## src/rtl/program_loader_if.sv

```systemverilog
// Host/CPU-facing bundle of the program loader: load handshake, control, status and instruction fetch port.
interface program_loader_if #(
  parameter int unsigned ADDR_W = 5,
  parameter int unsigned INS_W  = 6
);
  logic              Start;
  logic [5:0]        LoadLen;
  logic              Abort;
  logic [INS_W-1:0]  InsIn;
  logic              InsValid;
  logic              InsReady;
  logic [ADDR_W-1:0] addr;
  logic [INS_W-1:0]  InsOut;
  logic              CPU_nReset;
  logic              Busy;
  logic              Done;
  logic              Err;

  modport master (
    output Start, LoadLen, Abort, InsIn, InsValid, addr,
    input  InsReady, InsOut, CPU_nReset, Busy, Done, Err
  );

  modport slave (
    input  Start, LoadLen, Abort, InsIn, InsValid, addr,
    output InsReady, InsOut, CPU_nReset, Busy, Done, Err
  );
endinterface

```

## src/rtl/program_loader.sv

```systemverilog
// Loads a host-supplied program into a small register-file instruction memory and
// holds the CPU in reset until the load completes; fetch reads are combinational.
module program_loader #(
  parameter int unsigned ADDR_W = 5,
  parameter int unsigned INS_W  = 6
) (
  input  logic            clk,
  input  logic            nReset,
  program_loader_if.slave bus
);
  localparam int unsigned DEPTH = 2 ** ADDR_W;
  localparam int unsigned LEN_W = 6;

  localparam logic [1:0] IDLE = 2'd0;
  localparam logic [1:0] LOAD = 2'd1;
  localparam logic [1:0] RUN  = 2'd2;

  logic [1:0]        state_q, state_nxt;
  logic [ADDR_W-1:0] ptr_q, ptr_nxt;
  logic [LEN_W-1:0]  len_q, len_nxt;
  logic              err_q, err_nxt;
  logic              done_q, done_nxt;
  logic              ins_ready_q, busy_q, cpu_nreset_q;
  logic              wr_en;
  logic              start_ok;
  logic              last_word;
  logic [INS_W-1:0]  mem [DEPTH];

  assign start_ok  = (bus.LoadLen != '0) && (bus.LoadLen <= LEN_W'(DEPTH));
  assign last_word = (LEN_W'(ptr_q) == (len_q - LEN_W'(1)));

  // Next-state: Abort beats a same-cycle handshake; the pointer holds on the last word so it never wraps.
  always_comb begin
    state_nxt = state_q;
    ptr_nxt   = ptr_q;
    len_nxt   = len_q;
    err_nxt   = err_q;
    done_nxt  = 1'b0;
    wr_en     = 1'b0;
    case (state_q)
      LOAD: begin
        if (bus.Abort) begin
          state_nxt = IDLE;
          err_nxt   = 1'b1;
        end else if (bus.InsValid) begin
          wr_en = 1'b1;
          if (last_word) begin
            state_nxt = RUN;
            done_nxt  = 1'b1;
          end else begin
            ptr_nxt = ptr_q + ADDR_W'(1);
          end
        end
      end
      IDLE, RUN: begin
        if (bus.Start) begin
          if (start_ok) begin
            state_nxt = LOAD;
            ptr_nxt   = '0;
            len_nxt   = bus.LoadLen;
            err_nxt   = 1'b0;
          end else begin
            err_nxt = 1'b1;
          end
        end
      end
      default: state_nxt = IDLE;
    endcase
  end

  // Status outputs are registered from the next state so they line up with the state register.
  always_ff @(posedge clk) begin
    if (!nReset) begin
      state_q      <= IDLE;
      ptr_q        <= '0;
      len_q        <= '0;
      err_q        <= 1'b0;
      done_q       <= 1'b0;
      ins_ready_q  <= 1'b0;
      busy_q       <= 1'b0;
      cpu_nreset_q <= 1'b0;
    end else begin
      state_q      <= state_nxt;
      ptr_q        <= ptr_nxt;
      len_q        <= len_nxt;
      err_q        <= err_nxt;
      done_q       <= done_nxt;
      ins_ready_q  <= (state_nxt == LOAD);
      busy_q       <= (state_nxt == LOAD);
      cpu_nreset_q <= (state_nxt == RUN);
    end
  end

  // Program storage survives reset; a reset edge suppresses any pending write.
  always_ff @(posedge clk) begin
    if (nReset && wr_en) begin
      mem[ptr_q] <= bus.InsIn;
    end
  end

  assign bus.InsOut     = mem[bus.addr];
  assign bus.InsReady   = ins_ready_q;
  assign bus.Busy       = busy_q;
  assign bus.CPU_nReset = cpu_nreset_q;
  assign bus.Done       = done_q;
  assign bus.Err        = err_q;
endmodule

```

## src/flat_wrapper.sv

```systemverilog
// flat-port wrapper written by rule: the top's interface ports become plain ports
module program_loader_flat 
#(
  parameter int unsigned ADDR_W = 5,
  parameter int unsigned INS_W  = 6
)
  (clk, nReset, bus_Start, bus_LoadLen, bus_Abort, bus_InsIn, bus_InsValid, bus_addr, bus_InsReady, bus_InsOut, bus_CPU_nReset, bus_Busy, bus_Done, bus_Err);
  program_loader_if #(.ADDR_W(ADDR_W), .INS_W(INS_W)) bus_i ();
  input  logic clk;
  input  logic nReset;
  input wire logic [$bits(bus_i.Start)-1:0] bus_Start;
  input wire logic [$bits(bus_i.LoadLen)-1:0] bus_LoadLen;
  input wire logic [$bits(bus_i.Abort)-1:0] bus_Abort;
  input wire logic [$bits(bus_i.InsIn)-1:0] bus_InsIn;
  input wire logic [$bits(bus_i.InsValid)-1:0] bus_InsValid;
  input wire logic [$bits(bus_i.addr)-1:0] bus_addr;
  output wire logic [$bits(bus_i.InsReady)-1:0] bus_InsReady;
  output wire logic [$bits(bus_i.InsOut)-1:0] bus_InsOut;
  output wire logic [$bits(bus_i.CPU_nReset)-1:0] bus_CPU_nReset;
  output wire logic [$bits(bus_i.Busy)-1:0] bus_Busy;
  output wire logic [$bits(bus_i.Done)-1:0] bus_Done;
  output wire logic [$bits(bus_i.Err)-1:0] bus_Err;
  assign bus_i.Start = bus_Start;
  assign bus_i.LoadLen = bus_LoadLen;
  assign bus_i.Abort = bus_Abort;
  assign bus_i.InsIn = bus_InsIn;
  assign bus_i.InsValid = bus_InsValid;
  assign bus_i.addr = bus_addr;
  assign bus_InsReady = bus_i.InsReady;
  assign bus_InsOut = bus_i.InsOut;
  assign bus_CPU_nReset = bus_i.CPU_nReset;
  assign bus_Busy = bus_i.Busy;
  assign bus_Done = bus_i.Done;
  assign bus_Err = bus_i.Err;
  program_loader #(.ADDR_W(ADDR_W), .INS_W(INS_W)) u_core (.clk(clk), .nReset(nReset), .bus(bus_i));
endmodule
```

## config.mk

```make
export PLATFORM = sky130hd
export DESIGN_NAME = program_loader_flat
export DESIGN_NICKNAME = d
export VERILOG_FILES = /design/src/rtl/program_loader_if.sv /design/src/rtl/program_loader.sv /design/src/flat_wrapper.sv
export SDC_FILE = /design/constraint.sdc
export NUM_CORES = 1
export LEC_CHECK = 0
export ABC_AREA = 1
export ABC_CLOCK_PERIOD_IN_PS = 2400
export CAP_MARGIN = 10
export CORE_ASPECT_RATIO = 1.25
export CORE_MARGIN = 2
export CORE_UTILIZATION = 30
export DETAILED_ROUTE_END_ITERATION = 16
export GPL_TIMING_DRIVEN = 0
export HOLD_SLACK_MARGIN = 0.03
export PLACE_DENSITY = 0.46
export SYNTH_ARGS = -nofsm -noshare
export SYNTH_HDL_FRONTEND = slang
export SYNTH_SLANG_ARGS = --single-unit
```

## constraint.sdc

```tcl
create_clock -name clk -period 2.4 [get_ports clk]
set_clock_uncertainty 0.1 [all_clocks]
set_input_delay 0.24 -clock clk [delete_from_list [all_inputs] [get_ports clk]]
set_output_delay 0.24 -clock clk [all_outputs]
set_load 0.05 [all_outputs]
```

# Word level (Yosys, flattened, before mapping)
# Memories as Yosys holds them, arrays and structs flattened.
# Cells that the tools add are included.
[word_totals]
rom_bits = 0
output_inout_bits = 11
reg_bits = 17
mem_count = 1
in_bits = 22
latch_bits = 0
ram_bits = 192
[memory_table]
columns = ["name", "depth", "word_bits", "rd", "rd_ports_with_merged_regs", "wr", "line", "text"]
rows = [
  ["u_core.mem", 32, 6, 1, 0, 1, "program_loader.sv:27", "logic [INS_W-1:0] mem [DEPTH];"],
]
[op_classes]
n_reduce_logical = 10
n_lt_le_gt_ge = 1
n_div = 0
eq_ne = 11
shifts = 0
n_addsub = 2
mux = 22
multipliers = 0
bitwise = 3
[ops]
columns = ["cell", "n"]
rows = [
  ["5-bit 2-to-1 mux", 5],
  ["2-bit 2-to-1 mux", 5],
  ["2-bit inequality test (second input constant)", 5],
  ["5-bit case mux with 2 select lines", 1],
  ["1-bit 2-to-1 mux", 9],
  ["5-bit by 6-bit equality test with 1-bit output", 1],
  ["6-bit <= comparator (second input constant)", 1],
  ["3-bit AND reduction", 2],
  ["6-bit AND reduction", 1],
  ["6-bit nonzero test", 1],
  ["6-bit by 1-bit subtractor with 6-bit output (second input constant)", 1],
  ["5-bit by 1-bit adder with 5-bit output (second input constant)", 1],
  ["2-bit by 1-bit equality test with 1-bit output (second input constant)", 2],
  ["2-bit equality test (second input constant)", 2],
  ["2-bit case mux with 2 select lines", 1],
  ["4-bit OR reduction", 1],
  ["1-bit NOT", 3],
  ["1-bit logical AND", 2],
  ["2-bit zero test", 1],
  ["2-bit by 1-bit inequality test with 1-bit output (second input constant)", 1],
  ["1-bit case mux with 2 select lines", 1],
  ["2-bit nonzero test", 1],
  ["2-bit OR reduction", 1],
]

# Longest topological paths before layout
# Gate-level depths: netlist (run 1).
[depth]
depth_word = 7
ltp_mapped = 14

# Worst setup path after synthesis (run 1)
# No wires, ideal clock.
[synth_path]
path_type = "reg2reg"
start = "register u_core.state_q[0]"
end = "memory u_core.mem[0][0], enable pin"
arrival_ns = 1.402
path_buffers = 0
path_stages_with_launch = 9
setup_slack_ns = 0.549
required_time_ns = 1.950
setup_ns = 0.350
cell_sequence = "dfxtp_1 -> inv_2 -> nor2_4 -> inv_2 -> nor2_2 -> nand2_4 -> nor2_8 -> nand2_4 -> nor2_1"
[synth_between]
elab_chain_cells = 5
[synth_lines]
columns = ["item", "line", "text"]
rows = [
  ["start: declaration", "program_loader.sv:18", "logic [1:0] state_q, state_nxt;"],
  ["start signal: assignment", "program_loader.sv:83", "state_q <= state_nxt;"],
  ["2-bit by 1-bit equality test with 1-bit output", "program_loader.sv:40", "case (state_q)"],
  ["1-bit 2-to-1 mux", "program_loader.sv:40", ""],
  ["1-bit logical AND", "program_loader.sv:96", "if (nReset && wr_en) begin"],
  ["1-bit 2-to-1 mux", "program_loader.sv:96", ""],
  ["1-bit 2-to-1 mux (implied by the code)", "program_loader.sv:97", "mem[ptr_q] <= bus.InsIn;"],
  ["end: declaration", "program_loader.sv:27", ""],
]
# No other way between the ends.

# Final worst setup path (run 1)
[layout_path]
start = "input bus_addr[2]"
end = "output bus_InsOut[3]"
[layout_between]
elab_chain_cells = 1
[layout_lines]
columns = ["item", "line", "text"]
rows = [
  ["start: declaration", "flat_wrapper.sv:16", "input wire logic [$bits(bus_i.addr)-1:0] bus_addr;"],
  ["memory read 32 x 6 bit", "n/a", ""],
  ["end: declaration", "flat_wrapper.sv:18", "output wire logic [$bits(bus_i.InsOut)-1:0] bus_InsOut;"],
]
# No other way between the ends.

==> reports/results.txt, run 1 <==
worst path cell trace - clkdlybuf4s50_1 -> inv_1 -> clkbuf_2 -> o221ai_1 -> nand3_1 -> nand2_1 -> nand2_1 -> nand2_1 -> buf_4
Post-CTS Setup Inserts - 0
Antenna Nets Post-Route - 0
# clock sinks - 209
Pwr Density - 775 mW/mm^2
hold_buf cts - 0
Horiz. Die Dim - 157 um
WP data required - 2.06 ns
crit path time final - 2.38 ns
Seq/Total Area, Yosys - 69.6%
vias per std cell - 4.93
footprint of the multi-input gates - 0.00246 mm^2
post-synthesis cell type with the largest combined area - edfxtp_1
clock power share - 42.5%
Ant. Diodes - 0
WL met2 - 12,400 um
actual slew at the worst max-slew pin - 0.747 ns
Yosys reg bits - 209
layout cell share with drive strength beyond 1 - 18.1%
input/output buffers - 31
part of the power in registers - 49.1%
synth top area cells - edfxtp_1 (66%), nor2_1 (6.1%), o21ai_0 (5.6%)
critical path's slowest cell - clkdlybuf4s50_1
Die Span Y - 195 um
crit path DAT - 2.04 ns
Syn. warnings - 0
Syn Inst Count - 724
Placed Area - 0.00960 mm^2
slowest stage delay, CP - 0.45 ns
H-Tree Level Count - 1
worst relative slew slack - 50.2%
tightest hold margin - 0.197 ns
post-synthesis net count - 751
Filler Cell Count - 2,857
All-Layer GR Usage - 17.2%
initial antenna violation count - 0
ratio of final minimum period to clock period - 99.0%
Comb pwr share - 8.4%
CP Launch Type - input port
placed cells - 1,153
CTS Root Cell - clkbuf_16
nets - 811
design area - 0.0105 mm^2
worst vdd ir - 0.000485 V
met3 wire length - 1450 um
CTS tree - built
initial DRC count - 437
Mapped Avg Cell Area - 12.1 um^2
Total Power - 8.15 mW
post-synth top area share - 65.7%
Reg clk slew, reported paths - 0.07 ns
Setup TNS Final - 0 ns
pre-CTS WS - -1.02 ns
Initial Utilization - 30.3%
static leakage - 3.48 nW
FP Rows - 70
die area - 0.0306 mm^2
final design utilization - 36.3%
crit end category - primary output
DRC Markers - 0
RSZ-0062 raised after global routing - yes
CP Max Fanout - 10
WS Path Type - in2out
drt wl/cell - 21.9 um
Distinct cells, synth - 33
worst skew pair latency - 0.52 ns
DRT met1 WL - 10,700 um
status - finished, final reports clean
hpwl dp - 17,200 um
drt first pass iters - 5
Fmax - 421 MHz
Internal Power - 6.20 mW
Top Layer Used - met4
Post-Layout Cell Count - 1,195
HP Class - in2reg
largest net degree at the start of global routing - 33
first-pass GRT wire length - 38,100 um
clock buffer depth - 3
placer congestion estimate - 0.827
synthesis-to-layout area growth - 19.8%
core area - 0.0290 mm^2
Netlist Area Pre-Place - 0.00877 mm^2
Sw Pwr - 1.95 mW
switching part of the total - 23.9%
final worst slack - 0.0245 ns
Pins Over Slew Limit - 0
number of global-route vias before repair - 5,860
Most common cell on crit path - nand2_1
Vias - 5,892
total grt overflow - 0
# IOs - 33
register area - 0.00611 mm^2
max-cap violations - 0
final hold viol count - 0
CTS buffer count - 24
setup violation total in the final timing report - 0
routed wire length - 26,200 um
-- final timing paths --
kind	startpoint	to	slack, ns	depth (start not counted)
worst min-delay path	bus_InsIn[3]	u_core.mem[20][3]	0.20	1
worst max-delay path	bus_addr[2]	bus_InsOut[3]	0.02	9
worst max register to register	u_core.state_q[0]	u_core.mem[12][0]	0.09	8
worst min register to register	u_core.len_q[5]	u_core.len_q[5]	0.39	2
-- power by group through the flow --
stage / Combinational (mW) / Sequential (mW) / Clock [mW]
finish: 0.686 / 4.00 / 3.46
global route: 0.738 / 4.00 / 3.68
CTS: 0.679 / 4.00 / 3.52
detailed placement: 0.665 / 4.08 / 0
global placement: 0.664 / 4.08 / 0
floorplan: 0.362 / 4.08 / 0
-- flip-flops by register name (all words and copies together) (netlist names) --
name	count
u_core.bus.Done	1
u_core.len_q	6
u_core.state_q	2
u_core.bus.Err	1
u_core.ptr_q	5
u_core.mem	192
u_core.bus.CPU_nReset	1
u_core.bus.InsReady	1
-- synthesized netlist by cell type, drive strengths merged --
cell type	number
dfxtp	17
a21oi	13
nor3b	1
nand3	44
nor3	1
nand4	1
o22ai	4
clkbuf	16
o221ai	44
xor2	2
xnor2	1
nand2	75
nor2	150
o21ai	102
clkinv	1
inv	22
buf	27
ha	5
o211ai	5
a211oi	1
edfxtp	192
-- layer usage --
| layer | vias up | track usage [%] |
|---|---|---|
| met3 | 72 | 2.93 |
| li1 | 2767 | - |
| met5 | - | 0 |
| met4 | 0 | 9.51 |
| met1 | 2870 | 21.4 |
| met2 | 183 | 28.3 |
-- cells by family (layout without fill, tap and decap cells) --
| family | Yosys count | after routing | share of synthesized area [%] |
|---|---|---|---|
| AOI/OAI and AO/OA | 169 | 169 | 11.8 |
| xor gates and xnor gates | 3 | 3 | 0.299 |
| adders and majority gates | 5 | 5 | 0.713 |
| buffers and inverters | 66 | 141 | 3.82 |
| DFF | 209 | 209 | 69.6 |
| and+or+nand+nor | 272 | 272 | 13.8 |
-- cell usage in the layout (no fill, tap or decap), types with 3 or more instances in the layout --
master           instances
a21oi_1                 12
buf_2                   10
buf_4                   20
buf_6                    6
clkbuf_1                 8
clkbuf_16               25
clkbuf_2                11
clkdlybuf4s50_1         21
clkinv_1                 4
clkinv_2                 3
dfxtp_1                 17
edfxtp_1               192
ha_1                     5
inv_1                   14
inv_2                    6
nand2_1                 67
nand2_4                  8
nand3_1                 42
nor2_1                 120
nor2_2                  26
nor2_4                   3
o211ai_1                 5
o21ai_0                 98
o21ai_1                  4
o221ai_1                33
o221ai_2                11
o22ai_1                  4
-- layout make-up --
type,count,share of cell area (%)
plain buffers,43,2.71
flip-flops and latches,209,58.1
repair buffers,34,3.20
clock buffers,29,6.09
multi-input cells,449,23.4
clock inverters,12,0.940
well taps,396,4.71
inverters,23,0.869
-- worst max-delay path, delay by kind of cell --
family	cells	cell delay (ns)
AO/OA/AOI/OAI	1	0.30
buffers and inverters	4	1.06
AND/OR/NAND/NOR	4	0.42
-- what timing repair did --
action	in CTS	in global routing
pin swaps	2	1
endpoints found under the setup margin	24	143
gates resized for setup	67	30
Power figures use the tool's default switching activity.
==> inputs of run 2 (changes only) <==
- CTS_CLUSTER_SIZE: not set -> 8
==> run 2 against run 1 <==
  * Final area grew 0.94%
  * Largest power group unchanged
  * Largest cell class unchanged
  * Final cell count rose by 0.25%
  * Wire length is 0.57% higher
  * Critical path type is now reg2reg
==> reports/results.txt, run 2 (synthesized netlist as in run 1, its figures left out) <==
status - finished, final reports clean
CTS tree - built
crit path DAT - 2.44 ns
final hold viol count - 0
placer congestion estimate - 0.827
All-Layer GR Usage - 17.2%
max reg flops - 192
number of global-route vias before repair - 5,936
WP buf/inv - 2
Die Span Y - 195 um
Fmax - 421 MHz
final design utilization - 36.6%
layout cell share with drive strength beyond 1 - 18.1%
Crit. Startpoint - u_core.state_q[0]
Filler Cell Count - 2,833
CTS buffer count - 30
Post-CTS Setup Inserts - 0
# clock sinks - 209
initial DRC count - 411
Top reg by flops - u_core.mem
register area - 0.00611 mm^2
input/output buffers - 31
Reg clk slew, reported paths - 0.05 ns
final worst slack - 0.0254 ns
CP Launch Type - flip-flop
crit end category - flip-flop
initial antenna violation count - 0
RSZ-0062 raised after global routing - yes
# IOs - 33
worst vdd ir - 0.000367 V
r2r startpoint - u_core.state_q[0]
drt first pass iters - 5
drt wl/cell - 22.0 um
worst path cell trace - inv_2 -> nor2_4 -> inv_2 -> nor2_2 -> nand2_4 -> nor2_8 -> nand2_4 -> nor2_1
total grt overflow - 0
Pwr Density - 798 mW/mm^2
vias per std cell - 4.96
Hold Path Origin - bus_InsIn[5]
core area - 0.0290 mm^2
largest net degree at the start of global routing - 33
static leakage - 3.52 nW
most common cell after layout, fill and taps aside - edfxtp_1
worst skew pair latency - 0.53 ns
H-Tree Level Count - 1
CTS Root Cell - clkbuf_16
critical path's slowest cell - nor2_1
WS Path Type - reg2reg
setup violation total in the final timing report - 0
synthesis-to-layout area growth - 20.9%
DRC Markers - 0
met3 wire length - 1430 um
actual slew at the worst max-slew pin - 0.755 ns
Antenna Nets Post-Route - 0
Top Registers - u_core.mem (192), u_core.len_q (6), u_core.ptr_q (5)
hpwl dp - 17,200 um
R2R cell count - 8
max-cap violations - 0
ratio of final minimum period to clock period - 98.9%
Hold Path Stages - 1
Total Power - 8.47 mW
footprint of the multi-input gates - 0.00247 mm^2
Ant. Diodes - 0
WP data required - 2.46 ns
most frequent cells in the layout - edfxtp_1 (192), nor2_1 (119), o21ai_0 (98)
cell count along the critical path - 8
Vias - 5,941
WL met2 - 12,600 um
pre-CTS WS - -1.02 ns
nets - 817
Top Layer Used - met4
slowest stage delay, CP - 0.58 ns
hold_buf cts - 0
Top delay family on crit path - simple AND/OR/NAND/NOR gates
FP Rows - 70
Horiz. Die Dim - 157 um
clock buffer depth - 3
Pins Over Slew Limit - 0
first-pass GRT wire length - 38,200 um
HP Class - in2reg
crit path time final - 2.37 ns
DRT met1 WL - 10,600 um
worst relative slew slack - 49.6%
routed wire length - 26,400 um
die area - 0.0306 mm^2
CP Max Fanout - 8
Initial Utilization - 30.3%
==> run 2: per-layer routing <==
metal  GRT usage, %  vias to the layer above
li1               -                     2778
met1           21.3                     2876
met2           28.4                      214
met3           2.73                       73
met4           9.99                        0
met5              0                        -
==> run 2: layout make-up <==
class	count	share of cell area, %
Buffer	43	2.69
Clock buffer	43	7.74
Clock inverter	1	0.0825
Inverter	23	0.861
Multi-Input combinational cell	449	23.2
Sequential cell	209	57.5
Tap cell	396	4.67
Timing Repair Buffer	34	3.17
==> run 2: stage by stage <==
stage	hold WS, ns	cell area, um^2	setup TNS, ns	instances
finish	0.214	10600	0	1198
global placement	0.368	9580	-75.18	1151
floorplan	0.239	8770	0	724
CTS	0.211	10500	0	1197
detailed placement	0.381	9600	-77.65	1153
global route	0.226	10600	-1.90	1198
==> run 2: path summary, 6_finish.rpt <==
| check | slack (ns) | end |
|---|---|---|
| setup / recovery | 0.03 | u_core.mem[30][3] |
| hold reg to reg | 0.38 | u_core.len_q[5] |
| setup reg to reg | 0.03 | u_core.mem[30][3] |
| hold / removal | 0.21 | u_core.mem[23][5] |
==> run 2: timing repair <==
item                                   in CTS  in global routing
resized for setup                          67                 33
pin swaps                                   2                  1
setup endpoints to repair                  23                143
endpoints found under the hold margin       0                  0
==> run 2: report_power, final <==
| part | internal [mW] | total [mW] | switching [mW] |
|---|---|---|---|
| registers | 3.99 | 4.01 | 0.0137 |
| logic | 0.207 | 0.689 | 0.482 |
| clock network | 2.31 | 3.77 | 1.46 |
